### src/rtl/uart_rx.sv
// rtl/uart_rx.sv - 16x-oversampling UART receiver: start, NB_DATA bits LSB first, optional parity, stop.
// Optional parity check is built when UART_RX_PARITY_EN is defined.
module uart_rx #(
    parameter int NB_DATA = 8,
    parameter int SB_TICK = 16,
    parameter int NB_SCNT = 5
`ifdef UART_RX_PARITY_EN
    , parameter bit PARITY_ODD = 1'b0
`endif
) (
    input  logic               i_clk,
    input  logic               i_reset,
    input  logic               i_tick,
    input  logic               i_rx,
    output logic [NB_DATA-1:0] o_data,
    output logic               o_rx_done,
    output logic               o_frame_err
`ifdef UART_RX_PARITY_EN
    , output logic             o_parity_err
`endif
);

    localparam int NB_NCNT = (NB_DATA > 1) ? $clog2(NB_DATA) : 1;

    typedef enum logic [2:0] {
        S_IDLE   = 3'd0,
        S_START  = 3'd1,
        S_DATA   = 3'd2,
        S_STOP   = 3'd3
`ifdef UART_RX_PARITY_EN
        , S_PARITY = 3'd4
`endif
    } state_t;

    state_t               state_q, state_d;
    logic [NB_SCNT-1:0]   s_cnt_q, s_cnt_d;
    logic [NB_NCNT-1:0]   n_cnt_q, n_cnt_d;
    logic [NB_DATA-1:0]   shreg_q, shreg_d;
    logic [1:0]           rx_sync_q, rx_sync_d;
    logic [NB_DATA-1:0]   data_q, data_d;
    logic                 done_q, done_d;
    logic                 ferr_q, ferr_d;
    logic                 rx_s;
`ifdef UART_RX_PARITY_EN
    logic                 par_bit_q, par_bit_d;
    logic                 perr_q, perr_d;
`endif

    assign rx_s      = rx_sync_q[1];
    assign rx_sync_d = {rx_sync_q[0], i_rx};

    always_ff @(posedge i_clk) begin
        if (i_reset) begin
            state_q   <= S_IDLE;
            s_cnt_q   <= '0;
            n_cnt_q   <= '0;
            shreg_q   <= '0;
            rx_sync_q <= 2'b11;
            data_q    <= '0;
            done_q    <= 1'b0;
            ferr_q    <= 1'b0;
`ifdef UART_RX_PARITY_EN
            par_bit_q <= 1'b0;
            perr_q    <= 1'b0;
`endif
        end else begin
            state_q   <= state_d;
            s_cnt_q   <= s_cnt_d;
            n_cnt_q   <= n_cnt_d;
            shreg_q   <= shreg_d;
            rx_sync_q <= rx_sync_d;
            data_q    <= data_d;
            done_q    <= done_d;
            ferr_q    <= ferr_d;
`ifdef UART_RX_PARITY_EN
            par_bit_q <= par_bit_d;
            perr_q    <= perr_d;
`endif
        end
    end

    always_comb begin
        state_d = state_q;
        s_cnt_d = s_cnt_q;
        n_cnt_d = n_cnt_q;
        shreg_d = shreg_q;
        data_d  = data_q;
        done_d  = 1'b0;
        ferr_d  = ferr_q;
`ifdef UART_RX_PARITY_EN
        par_bit_d = par_bit_q;
        perr_d    = perr_q;
`endif
        case (state_q)
            S_IDLE: begin
                // Leaving IDLE is the only transition that does not wait for a tick.
                if (!rx_s) begin
                    state_d = S_START;
                    s_cnt_d = '0;
                end
            end
            S_START: begin
                if (i_tick) begin
                    if (s_cnt_q == NB_SCNT'(7)) begin
                        if (!rx_s) begin
                            state_d = S_DATA;
                            s_cnt_d = '0;
                            n_cnt_d = '0;
                        end else begin
                            state_d = S_IDLE;
                        end
                    end else begin
                        s_cnt_d = s_cnt_q + NB_SCNT'(1);
                    end
                end
            end
            S_DATA: begin
                if (i_tick) begin
                    if (s_cnt_q == NB_SCNT'(15)) begin
                        shreg_d = {rx_s, shreg_q[NB_DATA-1:1]};
                        s_cnt_d = '0;
                        if (n_cnt_q == NB_NCNT'(NB_DATA - 1)) begin
`ifdef UART_RX_PARITY_EN
                            state_d = S_PARITY;
`else
                            state_d = S_STOP;
`endif
                        end else begin
                            n_cnt_d = n_cnt_q + NB_NCNT'(1);
                        end
                    end else begin
                        s_cnt_d = s_cnt_q + NB_SCNT'(1);
                    end
                end
            end
`ifdef UART_RX_PARITY_EN
            S_PARITY: begin
                if (i_tick) begin
                    if (s_cnt_q == NB_SCNT'(15)) begin
                        par_bit_d = rx_s;
                        s_cnt_d   = '0;
                        state_d   = S_STOP;
                    end else begin
                        s_cnt_d = s_cnt_q + NB_SCNT'(1);
                    end
                end
            end
`endif
            S_STOP: begin
                if (i_tick) begin
                    if (s_cnt_q == NB_SCNT'(SB_TICK - 1)) begin
                        data_d  = shreg_q;
                        ferr_d  = ~rx_s;
`ifdef UART_RX_PARITY_EN
                        perr_d  = ((^shreg_q) ^ par_bit_q) != PARITY_ODD;
`endif
                        done_d  = 1'b1;
                        state_d = S_IDLE;
                    end else begin
                        s_cnt_d = s_cnt_q + NB_SCNT'(1);
                    end
                end
            end
            default: state_d = S_IDLE;
        endcase
    end

    assign o_data      = data_q;
    assign o_rx_done   = done_q;
    assign o_frame_err = ferr_q;
`ifdef UART_RX_PARITY_EN
    assign o_parity_err = perr_q;
`endif

endmodule
### config.mk
export PLATFORM = sky130hd
export DESIGN_NAME = uart_rx
export DESIGN_NICKNAME = d
export VERILOG_FILES = /design/src/rtl/uart_rx.sv
export SDC_FILE = /design/constraint.sdc
export NUM_CORES = 1
export LEC_CHECK = 0
export ABC_AREA = 1
export ABC_CLOCK_PERIOD_IN_PS = 2200
export CAP_MARGIN = 25
export CELL_PAD_IN_SITES_DETAIL_PLACEMENT = 0
export CELL_PAD_IN_SITES_GLOBAL_PLACEMENT = 2
export CORE_UTILIZATION = 36
export DETAILED_ROUTE_END_ITERATION = 12
export DONT_BUFFER_PORTS = 1
export PLACE_DENSITY = 0.76
export SETUP_SLACK_MARGIN = 0.3
export SLEW_MARGIN = 20
export SYNTH_ARGS = -nofsm -noshare
export SYNTH_HDL_FRONTEND = slang
export SYNTH_SLANG_ARGS = --single-unit
### constraint.sdc
create_clock -name i_clk -period 2.2 [get_ports i_clk]
set_clock_uncertainty 0.1 [all_clocks]
set_input_delay 0.33 -clock i_clk [delete_from_list [all_inputs] [get_ports i_clk]]
set_output_delay 0.33 -clock i_clk [all_outputs]
set_load 0.005 [all_outputs]
==> results of run 1 <==
-- cell type report --
class	count	area (µm²)
multi-input combinational	127	737
tap	50	62.6
fill	414	2380
sequential	30	601
clock inverter	2	10.0
inverter	36	135
clock buffer	5	68.8
timing repair buffer	1	10.0
-- cells by family after synthesis --
group	Yosys count	synth area share (%)
DFF	30	39.8
AOI/OAI and AO/OA	51	17.6
xor gates and xnor gates	1	0.581
adders and majority gates	10	8.30
and+or+nand+nor	65	22.1
buffers and inverters	42	11.6
-- placed cells by master, fill, tap and decap left out --
cell | Yosys | final
a21oi_1 | 25 | 25
a21oi_2 | 1 | 1
clkbuf_8 | 0 | 5
clkinv_2 | 0 | 2
dfxtp_1 | 30 | 30
dlygate4sd3_1 | 0 | 1
ha_1 | 10 | 8
ha_2 | 0 | 2
inv_1 | 34 | 34
inv_2 | 2 | 2
nand2_1 | 33 | 33
nand2_2 | 1 | 1
nand2_4 | 1 | 1
nand3_1 | 10 | 10
nand3_4 | 2 | 2
nand4_1 | 3 | 3
nand4_2 | 1 | 1
nand4_4 | 1 | 1
nor2_1 | 11 | 11
o21a_1 | 1 | 1
o21ai_0 | 21 | 20
o21ai_1 | 2 | 3
o21ai_2 | 1 | 1
or2_2 | 2 | 2
xor2_1 | 1 | 1
-- per-layer routing --
layer	up-vias	global-route usage, %
met5	-	0
met4	0	6.91
met3	4	6.51
met2	21	22.0
met1	513	19.4
li1	642	-
-- report_power, final --
part           switching, mW  total (mW)  internal, mW
logic                  0.127       0.198        0.0718
clock network          0.203       0.414         0.212
registers             0.0176       0.578         0.561
-- state kept, by name, summed over array words and instances, names as in the netlist --
name / cells
state_q: 2
n_cnt_q: 3
o_rx_done: 1
shreg_q: 8
s_cnt_q: 5
o_data: 8
o_frame_err: 1
rx_sync_q: 2
-- worst min path at each step --
stage	start	end	slack (ns)	cells after the start
6_report	i_reset	n_cnt_q[2]	0.01	1
3_3_place_gp	rx_sync_q[0]	rx_sync_q[1]	0.30	1
4_1_cts	i_reset	state_q[1]	0.002	1
2_1_floorplan	rx_sync_q[0]	rx_sync_q[1]	0.29	1
5_1_grt	i_reset	n_cnt_q[2]	0.001	1
3_5_place_dp	rx_sync_q[0]	rx_sync_q[1]	0.29	1
-- per-stage QoR --
step	instances	area, µm²
CTS	250	1610
global placement	243	1530
finish	251	1620
detailed placement	243	1530
global route	251	1620
floorplan	199	1510
-- repair_timing --
action,in CTS,in global routing
hold buffers,0,1
hold endpoints to repair,0,1
setup endpoints to repair,0,10
gates resized for setup,0,3
-- worst register-to-register path, cell delays in order, from the launching register on --
cell     delay (ns)
dfxtp_1        0.42
inv_1          0.13
ha_2           0.24
nand2_1        0.08
inv_1          0.06
nor2_1         0.18
nand4_4        0.15
o21ai_0        0.19
nor2_1         0.05
==> impl_metrics.py, run 1 <==
metrics = {
    "power_and_ir_drop": {
        "irDropWorstVdd_uv": 243,
        "leakage_nw": 0.696,
        "totalPowerFinal_mw": 1.19,
        "p_per_area_mw_per_mm2": 734,
    },
    "setup_path": {
        "crit_type": "reg2reg",
        "cp-end-kind": "register",
        "cpPeakStageDelay_ns": 0.42,
        "worstSetupStartpointType": "register",
        "endpoint": "n_cnt_q[2]",
        "cp.arrival_ns": 1.78,
        "rr_worst_depth": 8,
        "r2r_start": "state_q[1]",
        "cp_max_fo": 6,
        "rrSetupSlack_ns": 0.50,
        "cp_num_cells": 8,
        "path_delay_family": "simple AND/OR/NAND/NOR gates",
        "worstPathCellList": "inv_1, ha_2, nand2_1, inv_1, nor2_1, nand4_4, o21ai_0, nor2_1",
        "worstSetupStartpoint": "state_q[1]",
        "crit_buf_inv": 2,
        "crit_required_ns": 2.28,
        "r2r_end": "n_cnt_q[2]",
        "crit_path_top_delay_cell": "dfxtp_1",
    },
    "clock_network": {
        "root_buffer": "clkbuf_8",
        "clock-sinks": 30,
        "clock_latency_ns": 0.28,
        "post_cts_buffers": 0,
        "tritoncts": "yes",
        "cts_max_level": 2,
        "cts.reportedPaths.clkPinSlew_ns": 0.06,
        "clockBufferDepth": 2,
        "cts_buffers": 5,
    },
    "die": {
        "core_area_mm2": 0.00400,
        "die_h_um": 66.7,
        "start_util_pct": 37.7,
        "dieArea_mm2": 0.00445,
        "io_pins": 14,
        "die_w_um": 66.7,
        "fp-row-count": 23,
    },
    "timing": {
        "slew_headroom_pct": 64.1,
        "tightestPinTransition_ns": 0.538,
        "slew_viol_final": 0,
        "setup_viol": 0,
        "hold_ws_ns": 0.0103,
        "worst_slack_ns": 0.500,
        "fin_crit_sh_pct": 77.3,
        "hold_viol_final": 0,
        "period_minus_slack_ns": 1.70,
        "rsz0062_at_grt": "true",
        "timing.fmax_mhz": 588,
        "tns_ns": 0,
    },
    "worst_hold_path": {
        "hold_class": "in2reg",
    },
    "routing": {
        "first_pass_iters": 4,
        "postRouteAntennaNets": 0,
        "wl_met1_um": 1480,
        "wirelength_um": 2910,
        "via_per_inst": 4.70,
        "met3RoutedLength_um": 156,
        "routed.top_layer": "met4",
        "drt_iter0_drc": 18,
        "num_vias": 1180,
        "wl_met2_um": 1220,
        "wl_per_cell_um": 11.6,
        "drc": 0,
    },
    "finish": {
        "utilization_pct": 40.6,
        "drive_gt1_share_pct": 10.4,
        "area_growth_pct": 7.72,
        "num_antenna_cells": 0,
        "nNetsFinal": 215,
    },
    "logic_synthesis": {
        "synthesis.nets": 213,
        "synth_ff_type": "dfxtp_1",
        "synth_top_area_share_pct": 39.8,
        "synth_area_leaders": "dfxtp_1 (40%), inv_1 (8.5%), a21oi_1 (8.3%)",
        "netlist_instances": 199,
        "synth-async-reset-ratio_pct": 0,
        "synth_area_leader_cell": "dfxtp_1",
        "yosysUniqueCellTypes": 25,
        "yosysWarnings": 0,
        "ys_seq_elements": 30,
        "syn_area_mm2": 0.00151,
        "synth.most_common_cell": "inv_1",
        "synthTopCellsByCount": "inv_1 (34), nand2_1 (33), dfxtp_1 (30), a21oi_1 (25), o21ai_0 (21)",
        "synth.yosys.seq_area_share_pct": 39.8,
        "synth_edf_count": 0,
        "syn_area_per_cell_um2": 7.58,
    },
    "global_routing": {
        "grt_max_degree": 22,
        "globalRoute.totalOverflow": 0,
        "grt_antenna_before_repair": 0,
        "grt_pass1_wl_um": 4940,
        "grt_use_total_pct": 15.3,
        "grt_pass1_vias": 1121,
    },
    "place": {
        "dp_hpwl_um": 2140,
        "post-place-ws_ns": 0.401,
        "globalplace.congestion": 0.763,
        "port_buffers": 0,
    },
    "status": {
        "outcome": "completed",
    },
    "job": {
        "drv_cap": 0,
    },
}
Power figures use the tool's default switching activity.
==> run 2, diff against run 1 <==
ABC_CLOCK_PERIOD_IN_PS = 1500   (was 2200)
CORE_UTILIZATION = 32   (was 36)
PLACE_DENSITY = 0.72   (was 0.76)
clock period = 1.5 ns   (was 2.2 ns; I/O delays follow)
==> run 2 against run 1 <==
The flow now finishes with violations (DRC, hold timing). Fmax increased by 16%. Setup slack got worse by 0.46 ns. Die area increased by 12%. Sequential share of layout area decreased by 7.9 points. Combinational power increased by 120%. First-iteration DRC count increased by 140%. Power increased by 90%. Cell area increased by 30%. Worst hold slack got worse by 0.12 ns. Via count increased by 12%. Final cell count increased by 9.6%. Register-to-register slack got worse by 0.46 ns.
==> impl_metrics.py, run 2 (synthesis results as in run 1) <==
metrics = {
    "status": {
        "outcome": "finished with violations",
        "violations": "DRC, hold timing",
    },
    "timing": {
        "rsz0062_at_grt": "true",
        "hold_ws_ns": -0.109,
        "tightestPinTransition_ns": 0.249,
        "tns_ns": 0,
        "fin_crit_sh_pct": 97.3,
        "slew_viol_final": 0,
        "timing.fmax_mhz": 685,
        "period_minus_slack_ns": 1.46,
        "hold_viol_final": 9,
        "slew_headroom_pct": 83.3,
        "setup_viol": 0,
    },
    "clock_network": {
        "cts.reportedPaths.clkPinSlew_ns": 0.07,
        "cts_max_level": 2,
        "clock-sinks": 30,
        "tritoncts": "yes",
        "clockBufferDepth": 2,
        "hold_buffers": 1,
        "cts_buffers": 5,
        "root_buffer": "clkbuf_8",
        "clock_latency_ns": 0.28,
    },
    "setup_path": {
        "cp.arrival_ns": 1.53,
        "crit_required_ns": 1.58,
        "crit_type": "reg2reg",
        "crit_top_cell": "nand2_2",
        "path_delay_family": "simple AND/OR/NAND/NOR gates",
        "cp_max_fo": 9,
        "cp-end-kind": "register",
        "crit_path_top_delay_cell": "dfxtp_4",
        "worstSetupStartpointType": "register",
        "worstPathCellList": "inv_4, ha_4, o21ai_4, nand2_2, nand2_2, nand3_1, nand2_1, a21oi_2",
        "cpPeakStageDelay_ns": 0.39,
        "crit_buf_inv": 1,
    },
    "global_routing": {
        "grt_antenna_before_repair": 0,
        "grt_pass1_vias": 1275,
        "grt_pass1_wl_um": 6110,
        "grt_max_degree": 12,
        "grt_use_total_pct": 16.0,
        "globalRoute.totalOverflow": 0,
    },
    "power_and_ir_drop": {
        "pwr-share-seq_pct": 37.9,
        "power_frac_clock_pct": 42.7,
        "p_per_area_mw_per_mm2": 1070,
        "p_int_mw": 1.65,
        "leakage_nw": 0.854,
        "power_frac_comb_pct": 19.4,
        "power.share.switching_pct": 26.9,
        "p_switching_mw": 0.610,
        "irDropWorstVdd_uv": 463,
    },
    "routing": {
        "num_vias": 1326,
        "postRouteAntennaNets": 0,
        "drc": 2,
        "drt_iter0_drc": 44,
        "wirelength_um": 3460,
        "first_pass_iters": 8,
        "wl_per_cell_um": 12.6,
        "via_per_inst": 4.82,
    },
    "place": {
        "dp_hpwl_um": 2300,
        "dpl.cell_count": 255,
        "port_buffers": 0,
        "globalplace.congestion": 0.752,
    },
    "die": {
        "dieArea_mm2": 0.00499,
        "fp-row-count": 24,
        "die_w_um": 70.6,
        "die_h_um": 70.6,
        "core_area_mm2": 0.00444,
        "io_pins": 14,
        "start_util_pct": 33.9,
    },
    "worst_hold_path": {
        "hold_class": "in2reg",
    },
    "finish": {
        "num_antenna_cells": 0,
        "multi_input_area_um2": 982,
        "layout_common_cells": "inv_1 (26), nand2_1 (26), dfxtp_1 (25)",
        "nNetsFinal": 236,
        "drive_gt1_share_pct": 42.2,
        "layout.cells.non_filler": 275,
        "area_growth_pct": 39.9,
        "register_area_um2": 614,
        "fillers": 453,
    },
    "job": {
        "drv_cap": 0,
    },
}
==> run 2: cell count changes in the layout (fill, tap and decap cells not counted), moves of 5 or more <==
| cell | change |
|---|---|
| nand2_1 | -7 |
| inv_1 | -8 |
| a21oi_2 | +12 |
| o21ai_2 | +6 |
| inv_2 | +5 |
| ha_1 | -5 |
| o21ai_0 | -16 |
| o21ai_1 | +9 |
| dfxtp_1 | -5 |
| a21oi_1 | -13 |
| nand3_2 | +5 |
| buf_4 | +15 |
==> run 2: worst register-to-register path, stage by stage, from the launching register on <==
cell and delay (ns):
dfxtp_4 0.39, inv_4 0.05, ha_4 0.20, o21ai_4 0.14
nand2_2 0.10, nand2_2 0.11, nand3_1 0.11, nand2_1 0.09
a21oi_2 0.06
==> run 2: timing repair <==
action / CTS / global route
gates resized for setup: 22 / 20
setup endpoints to repair: 28 / 28
pin swaps: 9 / 12
cloned: 2 / 0
hold endpoints to repair: 9 / 9
setup buffers: 8 / 1
==> run 2: per-layer routing <==
metal	wire (µm)	part of all wire (%)	vias up	global-route usage [%]
met1	1630	47	605	19.9
met2	1630	47	22	25.9
met5	0	0	-	0
li1	-	-	691	-
met4	57	1.6	0	6.00
met3	145	4.2	8	5.13
==> run 2: final timing paths <==
kind / startpoint / endpoint / slack [ns] / cells after the start
worst min register to register: rx_sync_q[0] / rx_sync_q[1] / 0.32 / 1
worst max register to register: state_q[0] / s_cnt_q[2] / 0.04 / 8
worst min-delay path: i_reset / state_q[1] / -0.11 / 1
worst max-delay path: state_q[0] / s_cnt_q[2] / 0.04 / 8
==> run 2: layout make-up <==
type                            count  share of cell area, %
Tap cell                           52                   3.08
Inverter                           36                   6.76
Multi-Input combinational cell    129                   46.6
Timing Repair Buffer               20                   7.95
Clock inverter                      1                   1.42
Clock buffer                        7                   5.10
Sequential cell                    30                   29.1
==> run 2: metrics by stage <==
stage | cell area, µm² | total power, mW | util [%] | hold WS [ns] | setup slack (ns)
6_report | 2110 | 2.26 | 47.5 | -0.109 | 0.0405
5_1_grt | 2110 | 2.39 | 47.5 | -0.120 | -0.0447
4_1_cts | 2030 | 2.27 | 45.7 | -0.124 | 0.0386
3_5_place_dp | 1730 | 1.22 | 38.9 | 0.189 | 0.00985
3_3_place_gp | 1730 | 1.21 | 38.9 | 0.188 | 0.0104
2_1_floorplan | 1640 | 1.14 | - | 0.229 | 0.123
==> run 2: power by group through the flow <==
stage | registers (mW) | logic, mW | clock network [mW]
3_5_place_dp | 0.878 | 0.340 | 0
6_report | 0.857 | 0.440 | 0.967
2_1_floorplan | 0.871 | 0.272 | 0
5_1_grt | 0.862 | 0.490 | 1.03
4_1_cts | 0.856 | 0.400 | 1.01
3_3_place_gp | 0.875 | 0.339 | 0
